File: src/rtl/branch_pkg.sv
// branch_pkg: shared widths, queue entry type and PC-to-history-index helper for the branch resolve queue
package branch_pkg;
   localparam int BHT_IDX_W = 5;
   localparam int BRQ_PC_W = 32;
   typedef struct packed {
      logic [BRQ_PC_W-1:0] pc;
      logic                pred;
   } brq_entry_t;
   function automatic logic [BHT_IDX_W-1:0] pc_to_idx(input logic [BRQ_PC_W-1:0] pc);
      return pc[BHT_IDX_W+1:2];
   endfunction
endpackage

File: src/rtl/brq_fifo.sv
// brq_fifo: circular storage with wrapping pointers, occupancy count and a synchronous clear that beats push/pop
module brq_fifo #(
   parameter int DEPTH = 4,
   parameter int W = 33
) (
   input  logic         clk,
   input  logic         rst,
   input  logic         i_clr,
   input  logic         i_push,
   input  logic         i_pop,
   input  logic [W-1:0] i_wdata,
   output logic [W-1:0] o_rdata,
   output logic         o_full,
   output logic         o_empty
);
   localparam int AW = $clog2(DEPTH);
   logic [W-1:0] r_mem [DEPTH];
   logic [AW-1:0] r_wp, r_rp;
   logic [AW:0] r_cnt;
   logic w_push, w_pop;
   assign o_full = r_cnt == (AW+1)'(DEPTH);
   assign o_empty = r_cnt == '0;
   assign w_push = i_push && !o_full;
   assign w_pop = i_pop && !o_empty;
   assign o_rdata = r_mem[r_rp];
   always_ff @(posedge clk) begin
      if (rst || i_clr) begin
         r_wp <= '0;
         r_rp <= '0;
         r_cnt <= '0;
      end else begin
         r_wp <= r_wp + AW'(w_push);
         r_rp <= r_rp + AW'(w_pop);
         r_cnt <= r_cnt + (AW+1)'(w_push) - (AW+1)'(w_pop);
      end
   end
   always_ff @(posedge clk) begin
      if (w_push) r_mem[r_wp] <= i_wdata;
   end
endmodule

File: src/rtl/branch_resolve_queue.sv
// branch_resolve_queue: in-order predicted-branch queue; resolves oldest-first, drives BHT update and mispredict flush.
// Optional mispredict counter port enabled by defining BRQ_STATS_EN.
module branch_resolve_queue
   import branch_pkg::*;
#(
   parameter int DEPTH = 4,
   parameter int PC_W = BRQ_PC_W,
   parameter int IDX_W = BHT_IDX_W
) (
   input  logic             clk,
   input  logic             rst,
   input  logic             push_valid,
   output logic             push_ready,
   input  logic [PC_W-1:0]  push_pc,
   input  logic             push_pred,
   input  logic             res_valid,
   input  logic             res_taken,
   input  logic [PC_W-1:0]  res_target,
   output logic             flush,
   output logic [PC_W-1:0]  redirect_pc,
   output logic             bht_en,
   output logic [IDX_W-1:0] bht_addr,
   output logic             bht_taken,
   output logic             empty
`ifdef BRQ_STATS_EN
   ,output logic [15:0]     mispredict_cnt
`endif
);
   brq_entry_t w_head, w_wr;
   logic w_full, w_empty, w_res, w_mis;
   logic r_flush, r_bht_en, r_bht_taken;
   logic [PC_W-1:0] r_redirect;
   logic [IDX_W-1:0] r_bht_addr;
   assign w_wr = '{pc: push_pc, pred: push_pred};
   assign w_res = res_valid && !w_empty;
   assign w_mis = w_res && (res_taken != w_head.pred);
   // a mispredict clears the queue, which also discards any same-cycle push
   brq_fifo #(.DEPTH(DEPTH), .W($bits(brq_entry_t))) u_fifo (
      .clk(clk),
      .rst(rst),
      .i_clr(w_mis),
      .i_push(push_valid),
      .i_pop(w_res),
      .i_wdata(w_wr),
      .o_rdata(w_head),
      .o_full(w_full),
      .o_empty(w_empty)
   );
   assign push_ready = !w_full;
   assign empty = w_empty;
   always_ff @(posedge clk) begin
      if (rst) begin
         r_flush <= 1'b0;
         r_redirect <= '0;
         r_bht_en <= 1'b0;
         r_bht_addr <= '0;
         r_bht_taken <= 1'b0;
      end else begin
         r_flush <= w_mis;
         r_bht_en <= w_res;
         if (w_res) r_bht_addr <= pc_to_idx(w_head.pc);
         if (w_res) r_bht_taken <= res_taken;
         if (w_mis) r_redirect <= res_taken ? res_target : w_head.pc + PC_W'(4);
      end
   end
   assign flush = r_flush;
   assign redirect_pc = r_redirect;
   assign bht_en = r_bht_en;
   assign bht_addr = r_bht_addr;
   assign bht_taken = r_bht_taken;
`ifdef BRQ_STATS_EN
   logic [15:0] r_mis_cnt;
   always_ff @(posedge clk) begin
      if (rst) r_mis_cnt <= '0;
      else if (w_mis && r_mis_cnt != 16'hFFFF) r_mis_cnt <= r_mis_cnt + 16'd1;
   end
   assign mispredict_cnt = r_mis_cnt;
`endif
endmodule
File: config.mk
export PLATFORM = sky130hd
export DESIGN_NAME = branch_resolve_queue
export DESIGN_NICKNAME = d
export VERILOG_FILES = /design/src/rtl/branch_pkg.sv /design/src/rtl/brq_fifo.sv /design/src/rtl/branch_resolve_queue.sv
export SDC_FILE = /design/constraint.sdc
export NUM_CORES = 1
export LEC_CHECK = 0
export BUFFER_PORTS_ARGS = -buffer_cell sky130_fd_sc_hd__buf_4
export CAP_MARGIN = 15
export CORE_UTILIZATION = 29
export DETAILED_ROUTE_END_ITERATION = 10
export SYNTH_ARGS = -nofsm -noshare
export SYNTH_HDL_FRONTEND = slang
export SYNTH_SLANG_ARGS = --single-unit
File: constraint.sdc
create_clock -name clk -period 3.8 [get_ports clk]
set_input_delay 0.76 -clock clk [delete_from_list [all_inputs] [get_ports clk]]
set_output_delay 0.76 -clock clk [all_outputs]
set_load 0.05 [all_outputs]
### After elaboration in Yosys (flattened, before gate mapping)

Memories as Yosys holds them, arrays and structs flattened. A register that Yosys moved wholly into a read port is not among the register bits.
Cells that the tools add are included.

| storage, ports and cells | value |
|---|---|
| register bits | 47 |
| latch bits | 0 |
| bits in writable memories | 132 |
| ROM bits | 0 |
| bits of input ports | 70 |
| memories kept | 1 |

| cells by class | value |
|---|---|
| add/sub/neg operators | 5 |
| multipliers | 0 |
| div/mod/pow operators | 0 |
| order comparisons | 0 |
| eq/ne operators | 2 |
| shifts and indexed selects | 0 |
| mux-type cells | 4 |
| bitwise gates (word level) | 0 |
| reductions and logical operators | 8 |

Memory list:

| name | depth | width | rd ports | clocked after memory_dff | wr ports | line | text |
|---|---|---|---|---|---|---|---|
| u_fifo.r_mem | 4 | 33 | 1 | 1 | 1 | brq_fifo.sv:17 | `logic [W-1:0] r_mem [DEPTH];` |

Operator list:

| kind | number |
|---|---|
| adder 32 x 3 -> 32 bit, second input constant | 1 |
| 2-to-1 mux 32 bit | 1 |
| adder 2 x 1 -> 2 bit | 2 |
| logical AND 1 bit | 4 |
| adder 3 x 1 -> 3 bit | 1 |
| == test 3 bit, second input constant | 1 |
| zero test 3 bit | 1 |
| subtractor 3 x 1 -> 3 bit | 1 |
| zero test 1 bit | 2 |
| 2-to-1 mux 1 bit | 2 |
| 2-to-1 mux 2 bit | 1 |
| logical OR 1 bit | 1 |
| inequality test 1 bit | 1 |

### Longest topological paths before layout

| logic depth | value |
|---|---|
| depth in word-level cells | 6 |
| gate-level depth with buffers | 10 |
| mapped depth without buffers | 10 |

### Cells and area by module

Synthesis repeated with hierarchy kept, for this count alone.

| unflattened totals | value |
|---|---|
| cells, all modules | 490 |
| area, all modules | 7454.6 um2 |

Modules (own cells, without submodules):

| module | instances | cells each | area an instance (um2) |
|---|---|---|---|
| brq_fifo | 1 | 209 | 5171.2 |
| branch_resolve_queue | 1 | 281 | 2283.4 |

### Worst setup path before layout

No wires, ideal clock.

| path | value |
|---|---|
| path type | reg2reg |
| start point | reg u_fifo.r_cnt[1] |
| end point | mem u_fifo.r_mem[1][0], enable pin |
| data arrival time | 3464 ps |
| required time | 3329 ps |
| slack | -135 ps |
| cell stages (with the launch flop) | 5 |
| period minus slack after synthesis | 3935 ps |
| path through | dfxtp_1 > nor2_1 > nand2_1 > nand2_1 > nor3b_1 |

| between the ends | value |
|---|---|
| cells in the longest elaborated chain, start to end | 5 |

Ends and longest elaborated chain:

| element | line | text |
|---|---|---|
| from (decl) | brq_fifo.sv:19 | `logic [AW:0] r_cnt;` |
| from (signal assigned) | brq_fifo.sv:34 | `r_cnt <= r_cnt + (AW+1)'(w_push) - (AW+1)'(w_pop);` |
| == test 3 bit | brq_fifo.sv:21 | `assign o_full = r_cnt == (AW+1)'(DEPTH);` |
| zero test 1 bit | n/a |  |
| named net push_ready | branch_resolve_queue.sv:13 | `output logic push_ready,` |
| logical AND 1 bit | brq_fifo.sv:23 | `assign w_push = i_push && !o_full;` |
| 2-to-1 mux 1 bit | brq_fifo.sv:38 | `if (w_push) r_mem[r_wp] <= i_wdata;` |
| 2-to-1 mux 1 bit (implied by the code) | brq_fifo.sv:38 |  |
| to (decl) | brq_fifo.sv:17 |  |

The timed path passes the listed nets, and every way through them passes these cells.

==> reports/summary.txt <==
Mapped cell area - 7350 um2
PortBufs - 111
Die X - 161 um
Pins Over Slew Limit - 0
First-pass iteration count of the detailed router - 5
Most common cell in the netlist - edfxtp_1
Post-Layout Cell Count - 913
Detailed Route WL - 17900 um
CP top delay family - flip-flops
Layout overhead on the synthesized area - 23.0%
Register area share after synthesis - 0.668
Final period util - 0.772
Reg2Reg Capture Point - redirect_pc[16]$_SDFFE_PP0P_
GRT Resource Usage Total - 0.143
Worst EP required - 4080 ps
Register area - 4910 um2
Area contributors post-synth - edfxtp_1, dfxtp_1, mux4_2
DRT antenna net count - 0
Multi-input gate area - 2260 um2
Largest net degree at the start of global routing - 34
Crit. End Element - flip-flop
Outcome - completed
FF-to-FF setup slack - 870 ps
Leak - 0.00312 uW
CP bufs+invs - 0
Synth Register Bits - 179
Slew margin rel. - 0.448
Bufs on Longest Clock Path - 2
Grt ovf - 0
Critical Path Start - u_fifo.r_rp[1]$_SDFF_PP0_
Worst min-delay path startpoint - bht_addr[3]$_SDFFE_PP0P_
FMAX - 341 MHz
Inst Count DP - 880
Hold Crit Endpoint - bht_addr[3]$_SDFFE_PP0P_
Initial Utilization - 0.299
Hold Fails Final Rpt - 0
EDFF count, synth - 132
Pre-CTS WS - 820 ps
Cell Chain, Critical Path - mux4_2 > ha_1 > nand2_1 > o22a_2 > nor3_4 > nand2_1 > xor2_1 > o21ai_1
Avg Vias per Cell - 4.79
Wire per inst - 19.6 um
Core region area - 24600 um2
Syn avg cell area - 16.1 um2
Final setup vio count - 0
Nets - 649
Max Cap Viol - 0
Hold Path Class - flip-flop to flip-flop
Number of global-route vias before repair - 4564
Total CTS buffers - 17
Syn_nets - 530
Root buf cell - clkbuf_16
Pwr dens - 665 nW/um2
Clk_lat worst skew - 420 ps
Synth Flop Type - edfxtp_1
First-pass GRT wire length - 27500 um
Final core occ - 0.367
Max VDD drop - 0.323 mV
Final WS setup - 866 ps
Most used cell, CP - nand2_1
Synth warn - 0
Hold Path Stages - 2
TritonCTS clock tree - yes
Sink Count - 179
Overall via count from detail_route - 4373
Top cells by instance count after synthesis - edfxtp_1, dfxtp_1, nand2_1
Post_cts resized - 0
TNS Setup - 0 ps
RSZ-0062 raised after global routing - no
Worst r2r path cells - 8
CP max stage delay - 850 ps
Placer congestion estimate - 0.777
Mapped Cells - 456
Die height - 161 um
DR iter-0 viols - 378
IO Pins - 112
Fill cells - 2316
Arr. time, crit path - 3220 ps
Crit-path max FO - 16
Layout Skew - 8.94 ps
Setup CP Type - flip-flop to flip-flop
Slew @ Worst Pin - 827 ps
Initial antenna violation count - 0
Cell Rows - 57
Synth unique cells - 49
Area leader, netlist - edfxtp_1
Critical Path Slowest Stage Cell - dfxtp_1
DPL Wire Length - 12500 um
Post-CTS Hold Fix Bufs - 0
Fin crit period - 2930 ps
Startpoint Class - flip-flop
H-tree Lvls - 4
Reg2reg start - u_fifo.r_rp[1]$_SDFF_PP0_
Setup Fix Bufs, Post-CTS - 0
Share of cells above drive strength 1 - 0.333
Final Hold Slack - 466 ps
# DRC - 0
Post-synth top area share - 0.540
Clk slew on worst S/H paths - 60 ps
Fraction of registers with async set/reset - 0
DIE AREA - 26000 um2
[tightest hold or removal path, cell delays in order (launching register included)]
cell	delay (ps)
dfxtp_1	320
nand2_1	50
a21oi_1	50
[report_power, final]
part	internal [uW]	switching, uW
Combinational	698	1160
Clock	890	696
Sequential	2390	179
Total	3980	2030
[routing by layer]
metal  GRT usage  vias up  routed length, um
met3      0.0493       15               1390
met2       0.220      164               8270
met5           0        -                  0
li1            -     2017                  -
met4      0.0416        0                226
met1       0.191     2177               8050
[final cells by class]
cell class	count	share of cell area
sequential	179	0.543
multi-input combinational	251	0.250
timing repair buffer	122	0.101
clock buffer	20	0.0483
tap	324	0.0449
clock inverter	12	0.0104
inverter	4	0.00166
antenna	1	0.000277
[sequential cells by signal, summed over array words and instances (netlist names)]
name          flops
u_fifo.r_mem    132
redirect_pc      32
bht_addr          5
u_fifo.r_cnt      3
u_fifo.r_rp       2
u_fifo.r_wp       2
bht_en            1
bht_taken         1
flush             1
[cells by family (layout without fill, tap and decap cells)]
logic type      count (synthesis)  after routing  share of synthesized area
other cells                     0              1                          0
simple gates                  101            101                     0.0823
buf+inv                        26            158                     0.0291
flops                         179            179                      0.668
compound gates                 75             75                     0.0639
xor+xnor                       34             34                     0.0405
fa+ha+maj                       4              4                    0.00783
mux                            37             37                      0.109
[cell usage in the layout (no fill, tap or decap), types with 14 or more instances in the layout]
| cell | n |
|---|---|
| xor2_1 | 22 |
| dfxtp_1 | 46 |
| clkbuf_16 | 17 |
| nand2_1 | 37 |
| a22oi_1 | 19 |
| buf_4 | 122 |
| o21ai_1 | 23 |
| mux4_2 | 29 |
| edfxtp_1 | 132 |
| o21ai_0 | 14 |
[worst max path at each step]
| stage | to | cells after the start |
|---|---|---|
| 5_1_grt | redirect_pc[16]$_SDFFE_PP0P_ | 8 |
| 2_1_floorplan | u_fifo.r_mem[0][0]$_DFFE_PP_ | 4 |
| 6_report | redirect_pc[16]$_SDFFE_PP0P_ | 8 |
| 3_5_place_dp | redirect_pc[26]$_SDFFE_PP0P_ | 8 |
| 4_1_cts | redirect_pc[26]$_SDFFE_PP0P_ | 8 |
| 3_3_place_gp | redirect_pc[16]$_SDFFE_PP0P_ | 8 |
[metrics by stage]
| stage | area (um2) | power (uW) |
|---|---|---|
| final | 9040 | 6010 |
| after global routing | 9040 | 6280 |
| after CTS | 9040 | 6080 |
| after detailed placement | 8510 | 4480 |
| after global placement | 8510 | 4450 |
| after floorplan | 7350 | 3940 |
No activity file was read; power rests on OpenSTA's default activity.
